### src/rtl/pipe_stage_elastic_pkg.sv
// Shared definitions for the elastic pipeline stage: state encoding, default
// control width and control-bit positions.
package pipe_stage_elastic_pkg;

   typedef enum logic [1:0] {
      ST_EMPTY = 2'd0,
      ST_ONE   = 2'd1,
      ST_FULL  = 2'd2
   } pipe_state_e;

   localparam int PIPE_CTRL_W = 5;

   typedef enum int {
      CTRL_MEM2REG   = 0,
      CTRL_REG_WRITE = 1,
      CTRL_MEM_READ  = 2,
      CTRL_MEM_WRITE = 3,
      CTRL_BRANCH    = 4
   } ctrl_bit_e;

endpackage

### src/rtl/pipe_skid_ctrl.sv
// Occupancy FSM for the 2-entry skid buffer. Produces the handshake outputs and
// the load strobes that steer the datapath registers in the top module.
module pipe_skid_ctrl
   import pipe_stage_elastic_pkg::*;
(
   input  logic clk,
   input  logic rst_n,
   input  logic flush,
   input  logic in_valid,
   input  logic out_ready,
   output logic in_ready,
   output logic out_valid,
   output logic load_main,
   output logic load_skid,
   output logic main_from_skid,
   output logic clr_ctrl
);

   pipe_state_e state_q, state_d;
   logic        in_fire, out_fire;

   // Both handshake outputs decode the state register only, so in_ready never
   // sees out_ready combinationally.
   assign in_ready  = (state_q != ST_FULL);
   assign out_valid = (state_q == ST_ONE) || (state_q == ST_FULL);
   assign in_fire   = in_valid & in_ready;
   assign out_fire  = out_valid & out_ready;

   always_ff @(posedge clk or negedge rst_n) begin
      if (!rst_n) state_q <= ST_EMPTY;
      else        state_q <= state_d;
   end

   always_comb begin
      state_d        = state_q;
      load_main      = 1'b0;
      load_skid      = 1'b0;
      main_from_skid = 1'b0;
      clr_ctrl       = 1'b0;
      if (flush) begin
         state_d = ST_EMPTY;
      end else begin
         case (state_q)
            ST_EMPTY: if (in_fire) begin
               state_d   = ST_ONE;
               load_main = 1'b1;
            end
            ST_ONE: begin
               if (in_fire && out_fire) begin
                  load_main = 1'b1;
               end else if (in_fire) begin
                  state_d   = ST_FULL;
                  load_skid = 1'b1;
               end else if (out_fire) begin
                  state_d  = ST_EMPTY;
                  clr_ctrl = 1'b1;
               end
            end
            ST_FULL: if (out_fire) begin
               state_d        = ST_ONE;
               main_from_skid = 1'b1;
            end
            default: state_d = ST_EMPTY;
         endcase
      end
   end

endmodule

### src/rtl/pipe_stage_elastic.sv
// Elastic 2-entry skid-buffered pipeline register with flush-to-NOP and a
// saturating stall counter for performance debug.
module pipe_stage_elastic
   import pipe_stage_elastic_pkg::*;
#(
   parameter int DATA_W   = 102,
   parameter int CTRL_W   = PIPE_CTRL_W,
   parameter bit CLR_DATA = 1'b0,
   parameter int CNT_W    = 16
) (
   input  logic              clk,
   input  logic              rst_n,
   input  logic              flush,
   input  logic              in_valid,
   output logic              in_ready,
   input  logic [DATA_W-1:0] in_data,
   input  logic [CTRL_W-1:0] in_ctrl,
   output logic              out_valid,
   input  logic              out_ready,
   output logic [DATA_W-1:0] out_data,
   output logic [CTRL_W-1:0] out_ctrl,
   output logic [CNT_W-1:0]  stall_cnt,
   input  logic              stall_clr
);

   localparam logic [CNT_W-1:0] CNT_MAX = '1;

   logic [DATA_W-1:0] main_data, skid_data;
   logic [CTRL_W-1:0] main_ctrl, skid_ctrl;
   logic              load_main, load_skid, main_from_skid, clr_ctrl;

   pipe_skid_ctrl u_ctrl (
      .clk           (clk),
      .rst_n         (rst_n),
      .flush         (flush),
      .in_valid      (in_valid),
      .out_ready     (out_ready),
      .in_ready      (in_ready),
      .out_valid     (out_valid),
      .load_main     (load_main),
      .load_skid     (load_skid),
      .main_from_skid(main_from_skid),
      .clr_ctrl      (clr_ctrl)
   );

   always_ff @(posedge clk or negedge rst_n) begin
      if (!rst_n) begin
         main_data <= '0;
         main_ctrl <= '0;
         skid_data <= '0;
         skid_ctrl <= '0;
      end else if (flush) begin
         main_ctrl <= '0;
         skid_ctrl <= '0;
         if (CLR_DATA) begin
            main_data <= '0;
            skid_data <= '0;
         end
      end else begin
         if (load_main) begin
            main_data <= in_data;
            main_ctrl <= in_ctrl;
         end else if (main_from_skid) begin
            main_data <= skid_data;
            main_ctrl <= skid_ctrl;
         end else if (clr_ctrl) begin
            main_ctrl <= '0;
         end
         if (load_skid) begin
            skid_data <= in_data;
            skid_ctrl <= in_ctrl;
         end else if (main_from_skid) begin
            skid_ctrl <= '0;
         end
      end
   end

   always_ff @(posedge clk or negedge rst_n) begin
      if (!rst_n)
         stall_cnt <= '0;
      else if (stall_clr)
         stall_cnt <= '0;
      else if (out_valid && !out_ready && !flush && (stall_cnt != CNT_MAX))
         stall_cnt <= stall_cnt + 1'b1;
   end

   assign out_data = main_data;
   // Gate keeps a bubble a guaranteed NOP even if main ctrl were ever stale.
   assign out_ctrl = out_valid ? main_ctrl : '0;

endmodule

### config.mk
export PLATFORM = sky130hd
export DESIGN_NAME = pipe_stage_elastic
export DESIGN_NICKNAME = d
export VERILOG_FILES = /design/src/rtl/pipe_stage_elastic_pkg.sv /design/src/rtl/pipe_skid_ctrl.sv /design/src/rtl/pipe_stage_elastic.sv
export SDC_FILE = /design/constraint.sdc
export NUM_CORES = 1
export LEC_CHECK = 0
export CAP_MARGIN = 20
export CORE_ASPECT_RATIO = 1.1
export CORE_UTILIZATION = 53
export DETAILED_ROUTE_END_ITERATION = 12
export PLACE_DENSITY = 0.93
export SKIP_LAST_GASP = 1
export SYNTH_ARGS = -nofsm -noshare
export SYNTH_HDL_FRONTEND = slang
export SYNTH_SLANG_ARGS = --single-unit
export TNS_END_PERCENT = 10
### constraint.sdc
create_clock -name clk -period 4.6 [get_ports clk]
set_input_delay 0.69 -clock clk [delete_from_list [all_inputs] [get_ports clk]]
set_output_delay 0.69 -clock clk [all_outputs]
set_load 0.05 [all_outputs]
==> impl.org, run 1 <==
** GRT
- Maximum number of pins on one net before global-route repair :: 129
- The number of global-route vias before repair came to 7,746.
- Initial antenna violation count :: 0
- The first global-routing pass estimated 39.2 mm of wire.
- Global routing used 26.8% of the available tracks across all layers.
- Grt ovf :: 0

** Clock tree
- CTS tree :: done
- Clock tree synthesis inserted a total of 24 buffers.
- Clock-pin slew was measured on the worst setup and hold paths at 0.06 ns.
- Number of buffers added to fix hold violations after cts :: 0
- Clock sink count :: 232
- Root cell of the clock tree :: sky130_fd_sc_hd__clkbuf_16
- CTS built an H-tree with a depth of 1.
- Number of gates resized after cts :: 0
- Post-CTS timing repair inserted 0 buffers for setup.
- Worst-skew pair later-pin latency :: 0.50 ns
- Counting along the longest clock path gives a buffer depth of 3.

** Worst setup path
- Top fanout value on the critical path :: 11
- Endpoint type of the worst setup path :: primary output
- The largest single stage delay on the critical path is 0.82 ns.
- By startpoint and endpoint, the worst setup path is classified as flop to primary output.
- STA puts the critical path data required time at 3.91 ns.
- The critical path goes through inv_1 -> ha_1 -> and2_2 -> clkdlybuf4s50_1.
- Critical Path Source Type :: flop
- At the worst endpoint, the arrival time is 2.55 ns.
- Buffers plus inverters on the worst setup path :: 2
- Slowest CP cell :: sky130_fd_sc_hd__clkdlybuf4s50_1
- CP delay by family, top :: buffers and inverters

** Floorplan
- The floorplan has 51 rows.
- Core Footprint :: 0.0177 sq mm
- The die covers 0.0187 sq mm.
- Initial cell density of the core :: 54.2%
- 238 I/O pins were placed.
- Die extent in x :: 130 um
- Die height :: 143 um

** Drt
- Total via count after detailed routing :: 7,527
- Summed over all layers, the routed wires come to 25.0 mm.
- Total DRC errors in the routed layout :: 0
- Before antenna repair, the detailed router went through 6 iterations.
- Via density per instance :: 5.73
- In this run the remaining antenna-violating nets after routing total 0.
- Wire per inst :: 19.0 um
- DRC marker count from the first detailed-route iteration :: 554

** Cells and area
- From synthesis to final layout, the design area changed by 36.0%.
- Cells fill 73.7% of the core in the end.
- Commonest non-fill, non-tap cell in the layout :: sky130_fd_sc_hd__clkdlybuf4s50_1
- The repair_antennas step left the layout with diodes totalling 0.
- Final-stage net count :: 1,175
- The library cells used most frequently in the layout, excluding fill and tap cells, are 236 x sky130_fd_sc_hd__clkdlybuf4s50_1, 232 x sky130_fd_sc_hd__dfrtp_1, 213 x sky130_fd_sc_hd__nand2_1.
- Summing all non-filler instances in the final layout gives an area of 0.0131 sq mm.
- Cells with a size suffix above 1 make up 15.9% of the layout.

** Yosys
- Register bit total from synthesis :: 232
- Library cells used by synthesis :: 48
- Fraction of registers with async set/reset :: 100%
- Seq/Total Area, Yosys :: 60.4%
- Number of enable flip-flop cells after synthesis :: 0
- Number of standard cells after synthesis :: 835
- For this run, the number of Yosys warnings is 0.
- Top flip-flop cell by instance count after synthesis :: sky130_fd_sc_hd__dfrtp_1
- Post-synthesis area per instance :: 11.5 sq um
- The mapped netlist covers 0.00961 sq mm.
- Post-synth net total :: 953

** Power
- Power spread over the standard cell area amounts to 739 mW/mm^2.
- Total chip power :: 9.66 mW
- In this run the static leakage power is 5.87 nW.
- VDD IR-drop max :: 0.502 mV

** Timing
- Setup repair after global routing left no endpoint under its margin.
- Final Hold Violating Endpoints :: 0
- Final-layout setup total negative slack :: 0 ns
- The clock arrives with 0.00928 ns of skew.
- For the pin with the worst max-slew slack, the measured transition is 0.975 ns.
- Peak clock frequency supported by timing :: 309 MHz
- Hold is met by 0.261 ns.
- The number of slew-limit violations in the final report is 0.
- Final period utilization :: 70.4%
- Worst slew margin relative to its limit :: 35.0%
- The worst path in the final design needs a cycle of 3.24 ns, including I/O delays and setup.
- Final-report setup violation count :: 0

** Place
- In this run the cell area measured after placement is 0.0122 sq mm.
- HPWL after detailed placement :: 15.8 mm
- # port buffers :: 237
- At the end of routability-driven placement, the weighted congestion stood at 0.831.

** Run
- Across the run, the number of max-cap violations was 0.

** Min path
- In this run the worst hold path is classified as input pin to asynchronous set/reset pin.

** Status
- The run finished with clean final reports.
==> worst register-to-register path: stages, from the launching register on <==
cell                      delay, ns
sky130_fd_sc_hd__dfrtp_1       0.40
sky130_fd_sc_hd__inv_1         0.10
sky130_fd_sc_hd__ha_1          0.30
sky130_fd_sc_hd__nor3b_1       0.65
sky130_fd_sc_hd__and2_4        0.70
sky130_fd_sc_hd__buf_4         0.43
sky130_fd_sc_hd__a22oi_1       0.12
sky130_fd_sc_hd__nand2_1       0.11
==> layer usage <==
metal  up-vias  track usage (%)  share of wire (%)
li1       3390                -                  -
met1      3800             31.3                 37
met3        57             7.16                7.7
met4         0             9.68                3.0
met5         -                0                  0
met2       280             47.1                 52
==> cell families (layout without fill, tap and decap cells) <==
kind of cell / after synthesis / in the layout / synth area share (%)
AO/OA/AOI/OAI: 152 / 152 / 11.4
adder cells (fa/ha/maj): 5 / 5 / 0.651
buffers and inverters: 59 / 299 / 2.58
flip-flops: 232 / 232 / 60.4
multiplexers: 105 / 105 / 12.3
AND/OR/NAND/NOR: 282 / 282 / 12.7
==> path summary, 6_finish.rpt <==
| kind | start | endpoint | slack (ns) | cells past startpoint |
|---|---|---|---|---|
| min in group clk | out_data[49] | out_data[49] | 0.46 | 2 |
| max in group asynchronous | rst_n | skid_data[57] | 3.31 | 2 |
| min reg2reg | out_data[49] | out_data[49] | 0.46 | 2 |
| max reg2reg | u_ctrl.state_q[0] | out_data[38] | 1.72 | 7 |
| max | u_ctrl.state_q[0] | out_ctrl[1] | 1.36 | 4 |
| min | rst_n | stall_cnt[14] | 0.26 | 1 |
==> flip-flops by register name, indices dropped and copies added (netlist names) <==
name,flops
out_data,102
skid_data,102
stall_cnt,16
main_ctrl,5
skid_ctrl,5
u_ctrl.state_q,2
==> final cells by class <==
type / count / area (sq um)
sequential: 232 / 5810
fill: 1194 / 4670
multi-input combinational: 544 / 3590
timing repair buffer: 248 / 2470
clock buffer: 36 / 737
tap: 238 / 298
clock inverter: 8 / 144
inverter: 7 / 26.3
==> per-stage QoR <==
| stage | cells | setup slack, ns |
|---|---|---|
| 6_report | 1313 | 1.36 |
| 5_1_grt | 1313 | 1.24 |
| 4_1_cts | 1313 | 1.36 |
| 3_5_place_dp | 1269 | 1.17 |
| 3_3_place_gp | 1268 | 1.26 |
| 2_1_floorplan | 835 | 1.98 |
==> power by group <==
part           switching, mW  internal [mW]  total (mW)
logic                   2.62           1.48        4.10
clock network          0.778           1.33        2.11
registers              0.500           2.95        3.45
total                   3.90           5.76        9.66
==> Yosys cell counts, types with 2 or more instances <==
master,number,area (sq um)
sky130_fd_sc_hd__o31ai_1,6,45.0
sky130_fd_sc_hd__and2_2,5,37.5
sky130_fd_sc_hd__ha_1,5,62.6
sky130_fd_sc_hd__nor2_1,13,48.8
sky130_fd_sc_hd__clkbuf_1,39,146
sky130_fd_sc_hd__a21oi_1,18,90.1
sky130_fd_sc_hd__nor3b_1,3,22.5
sky130_fd_sc_hd__buf_1,8,30.0
sky130_fd_sc_hd__o21ai_0,5,25.0
sky130_fd_sc_hd__nor4_1,6,37.5
sky130_fd_sc_hd__mux2_2,105,1180
sky130_fd_sc_hd__and3_1,2,12.5
sky130_fd_sc_hd__nand2_1,213,800
sky130_fd_sc_hd__a31o_2,2,17.5
sky130_fd_sc_hd__and2_1,2,12.5
sky130_fd_sc_hd__nand4_1,3,18.8
sky130_fd_sc_hd__nor2b_1,5,31.3
sky130_fd_sc_hd__nand3_1,10,50.1
sky130_fd_sc_hd__buf_6,2,22.5
sky130_fd_sc_hd__or4_1,5,37.5
sky130_fd_sc_hd__inv_1,7,26.3
sky130_fd_sc_hd__o41ai_1,2,17.5
sky130_fd_sc_hd__dfrtp_1,232,5810
sky130_fd_sc_hd__a22o_1,5,43.8
sky130_fd_sc_hd__nor3_1,4,20.0
sky130_fd_sc_hd__a22oi_1,106,796
Note: power is estimated with default switching activity, not from simulation.
==> run 2, diff against run 1 <==
--- a/config.mk
+++ b/config.mk
@@ -7,9 +7,9 @@
 export LEC_CHECK = 0
 export CAP_MARGIN = 20
 export CORE_ASPECT_RATIO = 1.1
-export CORE_UTILIZATION = 53
+export CORE_UTILIZATION = 45
 export DETAILED_ROUTE_END_ITERATION = 12
-export PLACE_DENSITY = 0.93
+export PLACE_DENSITY = 0.85
 export SKIP_LAST_GASP = 1
 export SYNTH_ARGS = -nofsm -noshare
 export SYNTH_HDL_FRONTEND = slang
==> constraint.sdc (replaced) <==
create_clock -name clk -period 2.97 [get_ports clk]
set_input_delay 0.4455 -clock clk [delete_from_list [all_inputs] [get_ports clk]]
set_output_delay 0.4455 -clock clk [all_outputs]
set_load 0.05 [all_outputs]
==> impl.org, run 2 (synthesized netlist as in run 1, its figures left out) <==
** Status
- Status :: complete, no violations

** Cells and area
- Most frequent cells in the layout :: 234 x sky130_fd_sc_hd__clkdlybuf4s50_1, 232 x sky130_fd_sc_hd__dfrtp_1, 213 x sky130_fd_sc_hd__nand2_1
- Layout-stage area growth over the synthesis result :: 36.5%
- The post-layout net count is 1,180 (+0.43%).
- Fraction of final layout cells with drive strength greater than 1 :: 15.7% (-0.22 points)
- Commonest non-fill, non-tap cell in the layout :: sky130_fd_sc_hd__clkdlybuf4s50_1
- The non-filler instance count after layout is 1,362 (+3.7%).
- The total inserted antenna cells was 0 (unchanged).
- Final core occ :: 63.1% (-11 points)

** Timing
- After layout, the worst path uses 98.8% of the clock period.
- Setup repair after global routing could not meet its margin everywhere.
- Final Hold Violating Endpoints :: 0 (unchanged)
- Worst-Margin Slew :: 0.702 ns (-0.274 ns)
- Worst slew margin relative to its limit :: 53.1% (+18 points)
- Setup WS post-layout :: 0.0362 ns (-1.32 ns)
- Based on the critical path, the design can be clocked at up to 341 MHz.
- The setup clock skew after layout was 0.0163 ns (+0.00705 ns).
- The number of slew-limit violations in the final report was 0 (unchanged).
- The worst path needs 2.93 ns of the cycle, external delays included.
- The total setup violations reported at the end of the flow was 0 (unchanged).
- Final-layout setup total negative slack :: 0 ns (unchanged)

** Clock tree
- Maximum number of buffers from clock root to sink :: 3 (unchanged)
- The CTS sink count came to 232 (unchanged).
- Worst-skew pair later-pin latency :: 0.51 ns (about the same)
- Clock transition at the registers of the reported paths :: 0.06 ns (about the same)
- TritonCTS Buffers :: 25 (+4.2%)
- Root cell of the clock tree :: sky130_fd_sc_hd__clkbuf_16
- TritonCTS built the clock tree.
- Count of H-tree levels built during CTS :: 1 (unchanged)

** Drt
- Total DRC errors in the routed layout :: 0 (unchanged)
- The number of design-rule violations left by the first detailed-router iteration came to 377 (-32%).
- Via density per instance :: 5.38 (-6.1%)
- Number of antenna-violating nets in the routed design :: 0 (unchanged)
- The total via count after detailed routing was 7,329 (-2.6%).
- The first-pass iteration count of the detailed router came to 5 (-1).
- The total length of routed wires is 23.0 mm (-7.9%).
- Wire per inst :: 16.9 um (-11%)

** Place
- # port buffers :: 237 (unchanged)
- The number of placed cells counting well taps came to 1,319 (+3.9%).
- HPWL after detailed placement :: 14.9 mm (-5.9%)
- Worst setup timing slack at the placement stage :: 0.418 ns (-0.750 ns)
- Placer's final routability congestion estimate :: 0.822 (-1.1%)

** Floorplan
- The die outline width came to 141 um (+8.4%).
- Core Footprint :: 0.0208 sq mm (+17%)
- Die outline area :: 0.0220 sq mm (+18%)
- Initial cell density of the core :: 46.3% (-7.9 points)
- Num ports :: 238 (unchanged)
- Die height :: 155 um (+8.4%)
- Site Rows :: 55 (+7.8%)

** Worst setup path
- Endpoint type of the worst setup path :: primary output
- Arrival time of the worst setup path :: 2.49 ns (-0.06 ns)
- Buffers plus inverters on the worst setup path :: 2 (unchanged)
- Slowest CP cell :: sky130_fd_sc_hd__clkdlybuf4s50_1
- CP delay by family, top :: buffers and inverters
- The highest fanout seen on the critical path was 11 (unchanged).
- The required time at the worst-slack endpoint came to 2.52 ns (-1.39 ns).
- The worst setup path is launched from a flop.
- Ordered list of cells on the worst path :: inv_1 -> ha_1 -> and2_2 -> clkdlybuf4s50_1
- Critical path class :: flop to primary output
- Crit-path max cell delay :: 0.79 ns (-0.03 ns)

** Power
- VDD IR-drop max :: 0.735 mV (+46%)
- The total leakage power was 5.88 nW (+0.19%).
- P per Cell Area :: 1100 mW/mm^2 (+49%)

** GRT
- The first-pass GRT wire length is 37.2 mm (-5.1%).
- Grt ovf :: 0 (unchanged)
- Number of global-route vias before repair :: 7,475 (-3.5%)
- Overall track demand over capacity in global routing :: 20.9% (-5.9 points)
- Initial antenna violation count :: 0 (unchanged)
- Maximum number of pins on one net before global-route repair :: 87 (-33%)

** Min path
- Type of the most critical hold path :: flop to flop

** Run
- The total of max-cap violations is 0 (unchanged).
-- run 2: changes by cell type in the layout (fill, tap and decap cells not counted) --
| cell | before | now |
|---|---|---|
| sky130_fd_sc_hd__inv_6 | 1 | 0 |
| sky130_fd_sc_hd__clkbuf_1 | 4 | 7 |
| sky130_fd_sc_hd__clkbuf_8 | 7 | 5 |
| sky130_fd_sc_hd__buf_12 | 1 | 8 |
| sky130_fd_sc_hd__buf_4 | 9 | 6 |
| sky130_fd_sc_hd__dlygate4sd3_1 | 0 | 1 |
| sky130_fd_sc_hd__clkdlybuf4s50_1 | 236 | 234 |
| sky130_fd_sc_hd__dlygate4sd2_1 | 0 | 1 |
| sky130_fd_sc_hd__buf_2 | 1 | 0 |
| sky130_fd_sc_hd__dlymetal6s2s_1 | 0 | 1 |
| sky130_fd_sc_hd__clkinv_2 | 3 | 5 |
| sky130_fd_sc_hd__bufinv_16 | 4 | 0 |
-- run 2: layout make-up --
type | instances | area [sq um]
fill | 1587 | 7660
sequential | 232 | 5810
multi-input combinational | 544 | 3590
timing repair buffer | 252 | 2590
clock buffer | 37 | 721
tap | 285 | 357
inverter | 7 | 26.3
clock inverter | 5 | 25.0
-- run 2: power breakdown --
part           internal (mW)  leakage (nW)  total (mW)  switching (mW)
clock network           1.66         0.372        2.84            1.18
logic                   2.33          2.63        6.31            3.97
registers               4.56          2.88        5.30           0.736
-- run 2: worst paths after layout --
| check | end | cells past startpoint | slack [ns] | start |
|---|---|---|---|---|
| min | out_data[81] | 2 | 0.46 | out_data[81] |
| max reg2reg | stall_cnt[9] | 6 | 0.41 | u_ctrl.state_q[0] |
| min reg2reg | out_data[81] | 2 | 0.46 | out_data[81] |
| max in group asynchronous | skid_data[15] | 3 | 1.59 | rst_n |
| min in group asynchronous | stall_cnt[9] | 2 | 0.56 | rst_n |
| max | out_ctrl[0] | 4 | 0.04 | u_ctrl.state_q[0] |
-- run 2: per-layer routing --
metal | GRT usage, % | routed length, um | vias to the layer above
met4 | 6.52 | 549 | 0
met1 | 25.7 | 9190 | 3627
met3 | 6.31 | 1980 | 42
met5 | 0 | 0 | -
li1 | - | - | 3404
met2 | 35.4 | 11300 | 256
-- run 2: stage by stage --
step           hold WS (ns)  power [mW]  instance area [sq um]
6_report              0.463        14.4                  13100
5_1_grt               0.482        15.2                  13100
4_1_cts               0.467        14.6                  13100
3_5_place_dp          0.455        11.7                  12400
3_3_place_gp          0.448        11.5                  12400
2_1_floorplan         0.150        9.38                   9610
-- run 2: repair_timing --
| item | 4_1_cts | 5_1_grt |
|---|---|---|
| gates cloned | 0 | 0 |
| setup endpoints to repair | 1 | 4 |
| resized for setup | 1 | 1 |
| hold buffers | 1 | 0 |
| buffers inserted | 0 | 0 |
| hold endpoints to repair | 83 | 0 |
-- run 2: worst register-to-register path, cell delays in order (launching register included) --
cell                      delay [ns]
sky130_fd_sc_hd__dfrtp_1        0.39
sky130_fd_sc_hd__inv_1          0.10
sky130_fd_sc_hd__ha_1           0.48
sky130_fd_sc_hd__or3b_4         0.46
sky130_fd_sc_hd__or2_1          0.36
sky130_fd_sc_hd__or4_1          0.54
sky130_fd_sc_hd__a21oi_1        0.15
==> run 3, diff against run 2 <==
--- a/config.mk
+++ b/config.mk
@@ -5,11 +5,13 @@
 export SDC_FILE = /design/constraint.sdc
 export NUM_CORES = 1
 export LEC_CHECK = 0
+export ABC_AREA = 1
 export CAP_MARGIN = 20
 export CORE_ASPECT_RATIO = 1.1
+export CORE_MARGIN = 2
 export CORE_UTILIZATION = 45
 export DETAILED_ROUTE_END_ITERATION = 12
-export PLACE_DENSITY = 0.85
+export PLACE_DENSITY = 0.84
 export SKIP_LAST_GASP = 1
 export SYNTH_ARGS = -nofsm -noshare
 export SYNTH_HDL_FRONTEND = slang
==> impl.org, run 3 <==
** Timing
- The final setup TNS came to 0 ns (unchanged).
- The final hold violation count is 0 (unchanged).
- The relative slew slack was 50.7% (-2.4 points).
- The upper clock frequency limit is 355 MHz (+4.2%).
- Minimum period implied by the final worst setup slack :: 2.82 ns (-0.118 ns)
- Final period utilization :: 94.8% (-4.0 points)
- Setup WS post-layout :: 0.154 ns (+0.118 ns)
- The total setup violations reported at the end of the flow came to 0 (unchanged).
- Layout Skew :: 0.0135 ns (-0.00286 ns)
- The number of slew-limit violations in the final report came to 0 (unchanged).
- Setup repair after global routing missed its margin :: yes
- Worst-Margin Slew :: 0.740 ns (+0.0382 ns)

** Worst setup path
- Most used cell, CP :: sky130_fd_sc_hd__inv_1
- The setup path with the least slack is of type flop to primary output.
- First element of the critical path :: u_ctrl.state_q[0]
- The critical path ends at out_ctrl[3].
- Walking the worst path, the cells encountered are inv_1 -> ha_1 -> nand2_1 -> inv_1 -> clkdlybuf4s50_1.
- The worst setup path is launched from a flop.
- FF-to-FF setup slack :: 0.53 ns (+0.12 ns)
- The cell family contributing the most delay on the critical path is buffers and inverters.
- Endpoint of the lowest-slack register-to-register path :: out_data[38]
- The critical path arrival came to 2.37 ns (-0.12 ns).
- Crit-path max cell delay :: 0.79 ns (about the same)
- Top fanout value on the critical path :: 8 (-3)
- In this run the critical register-to-register path is launched from u_ctrl.state_q[0].
- The required time at the worst-slack endpoint came to 2.52 ns (about the same).
- Worst Reg-to-Reg Cells :: 11 (+5)
- The largest individual stage delay along the critical path comes from the cell sky130_fd_sc_hd__clkdlybuf4s50_1.
- Endpoint type of the worst setup path :: primary output
- Buffers plus inverters on the worst setup path :: 3 (+1)
- The number of stages on the worst setup path is 5 (+1).

** Yosys
- The proportion of synthesized flip-flops having asynchronous set or reset was 100% (unchanged).
- Post-synthesis area per instance :: 9.78 sq um (-15%)
- Commonest cells in the netlist :: 288 x sky130_fd_sc_hd__nand2_1, 232 x sky130_fd_sc_hd__dfrtp_1, 194 x sky130_fd_sc_hd__nand3_1
- Area share of the leading cell type in the synthesized netlist :: 56.9% (-3.5 points)
- The most common cell in the synthesized netlist is sky130_fd_sc_hd__nand2_1.
- The cell area after technology mapping was 0.0102 sq mm (+6.1%).
- Number of standard cells after synthesis :: 1,043 (+25%)
- Library cells used by synthesis :: 28 (-42%)
- Yosys attributes the largest share of cell area to sky130_fd_sc_hd__dfrtp_1 57%, sky130_fd_sc_hd__nand2_1 11%, sky130_fd_sc_hd__nand3_1 9.5%.
- The synthesized netlist net count came to 1,161 (+22%).
- Summed over all instances, the cell type with the most area after synthesis is sky130_fd_sc_hd__dfrtp_1.
- Total number of yosys warnings :: 0 (unchanged)
- Among all flip-flop cells after synthesis, the most frequent one is sky130_fd_sc_hd__dfrtp_1.
- The number of flops mapped to enable cells by yosys was 0 (unchanged).
- The sequential fraction of the synthesis area came to 56.9% (-3.5 points).
- Register bit total from synthesis :: 232 (unchanged)

** Floorplan
- Core Footprint :: 0.0222 sq mm (+6.7%)
- Die outline area :: 0.0239 sq mm (+8.8%)
- The count of standard-cell rows was 57 (+3.6%).
- Num ports :: 238 (unchanged)
- Die height :: 162 um (+4.3%)
- Initial cell density of the core :: 46.0% (-0.26 points)
- Die extent in x :: 148 um (+4.4%)

** Place
- The number of placed cells counting well taps is 1,527 (+16%).
- The pre-CTS worst setup slack was 0.553 ns (+0.135 ns).
- The cell area after placement is 0.0128 sq mm (+3.8%).
- # port buffers :: 237 (unchanged)
- The weighted congestion reported at the end of routability-driven placement was 0.866 (+5.3%).
- HPWL after detailed placement :: 16.9 mm (+13%)

** GRT
- First-pass GRT wire length :: 42.2 mm (+14%)
- Maximum number of pins on one net before global-route repair :: 108 (+24%)
- The overall global routing resource usage is 21.5% (+0.53 points).
- The total congestion overflow after global routing is 0 (unchanged).
- Initial antenna violation count :: 2 (+2)
- Number of global-route vias before repair :: 8,522 (+14%)

** Cells and area
- The total non-filler cell area in the finished layout was 0.0136 sq mm (+3.9%).
- Final Non-Filler Cells :: 1,570 (+15%)
- The area growth from synthesis to layout is 33.6%.
- Commonest non-fill, non-tap cell in the layout :: sky130_fd_sc_hd__nand2_1
- The top cell types in the final layout, fill and taps aside, are 288 x sky130_fd_sc_hd__nand2_1, 235 x sky130_fd_sc_hd__clkdlybuf4s50_1, 232 x sky130_fd_sc_hd__dfrtp_1.
- Fraction of final layout cells with drive strength greater than 1 :: 13.0% (-2.7 points)
- Final-stage net count :: 1,377 (+17%)

** Drt
- Sum of routed wire length over all layers :: 25.9 mm (+12%)
- The first-pass iteration count of the detailed router came to 5 (unchanged).
- Total via count after detailed routing :: 8,328 (+14%)
- Via density per instance :: 5.30 (-1.4%)
- Number of antenna-violating nets in the routed design :: 0 (unchanged)
- Routed length on met2 :: 12.9 mm (+14%)
- The detailed router used layers up to and including met5.
- Wire length on met3 :: 1.84 mm (-7.5%)
- DRC marker count from the first detailed-route iteration :: 502 (+33%)
- The number of remaining DRC errors came to 0 (unchanged).
- Wire per inst :: 16.5 um (-2.5%)
- The detailed-route wire length on metal 1 came to 10.2 mm (+11%).

** Power
- Leakage power :: 6.19 nW (+5.2%)
- Total chip power :: 14.6 mW (+0.97%)
- The power density normalized to cell area came to 1070 mW/mm^2 (-2.8%).
- VDD IR-drop max :: 0.704 mV (-4.3%)

** Clock tree
- Total setup buffers inserted after CTS :: 0 (unchanged)
- TritonCTS Buffers :: 24 (-4.0%)
- Worst-skew pair later-pin latency :: 0.51 ns (about the same)
- Count of H-tree levels built during CTS :: 1 (unchanged)
- The clock-pin slew on the worst setup and hold paths is 0.06 ns (about the same).
- Root cell of the clock tree :: sky130_fd_sc_hd__clkbuf_16
- Clock sink count :: 232 (unchanged)
- CTS tree :: done
- The maximum buffer depth of the clock tree came to 3 (unchanged).

** Min path
- The path class of the tightest hold or removal check is flop to flop.

** Run
- The total of max-cap violations came to 0 (unchanged).

** Status
- Status :: complete, no violations
run 3: cell types whose count changed after synthesis, sizes merged, moves of 23 or more:
cell | previous run | this run
a22oi | 106 | 0
buf | 12 | 48
clkbuf | 39 | 14
inv | 7 | 53
mux2 | 105 | 78
nand2 | 213 | 291
nand3 | 10 | 195
o211ai | 1 | 24
o21ai | 5 | 45
run 3: stage by stage:
step | util [%] | hold slack (ns)
floorplan | - | 0.150
global placement | 57.9 | 0.464
detailed placement | 57.9 | 0.474
CTS | 61.4 | 0.486
global route | 61.5 | 0.512
finish | 61.5 | 0.480
run 3: what timing repair did:
action,4_1_cts,5_1_grt
resized for setup,0,1
setup endpoints to repair,0,2
hold buffers,1,0
endpoints found under the hold margin,4,0
run 3: report_power, final:
group,leakage [nW],switching [mW],internal [mW],total (mW)
clock,0.386,1.21,1.78,2.99
sequential,2.89,0.771,4.54,5.31
combinational,2.91,3.98,2.30,6.29
run 3: cells by family after synthesis:
group,synth area share [%]
mux,8.61
buf+inv,5.25
fa+ha+maj,0.613
flops,56.9
compound gates,5.36
xor+xnor,0.343
simple gates,22.9
run 3: worst min path at each step:
stage	endpoint	slack, ns	cells after the start	startpoint
global placement	out_data[33]	0.46	2	skid_data[33]
CTS	out_data[28]	0.49	2	skid_data[28]
floorplan	main_ctrl[0]	0.15	0	rst_n
detailed placement	out_data[28]	0.47	2	skid_data[28]
global route	out_data[78]	0.51	2	skid_data[78]
finish	out_data[46]	0.48	2	skid_data[46]
run 3: final cells by class:
type / count / area, sq um
tap: 295 / 369
multi-input combinational: 696 / 3880
fill: 1842 / 8550
clock buffer: 32 / 682
clock inverter: 9 / 97.6
timing repair buffer: 252 / 2590
sequential: 232 / 5810
antenna: 1 / 2.50
inverter: 53 / 200
run 3: worst min-delay path, cell delays in order, from the launching register on:
cell and delay, ns:
sky130_fd_sc_hd__dfrtp_1 0.34, sky130_fd_sc_hd__nand2_1 0.06, sky130_fd_sc_hd__nand3_1 0.07
run 3: routing by layer:
metal / global-route usage, % / up-vias
met2: 37.0 / 271
met4: 8.09 / 2
li1: - / 3919
met1: 26.4 / 4071
met3: 4.89 / 65
met5: 0 / -
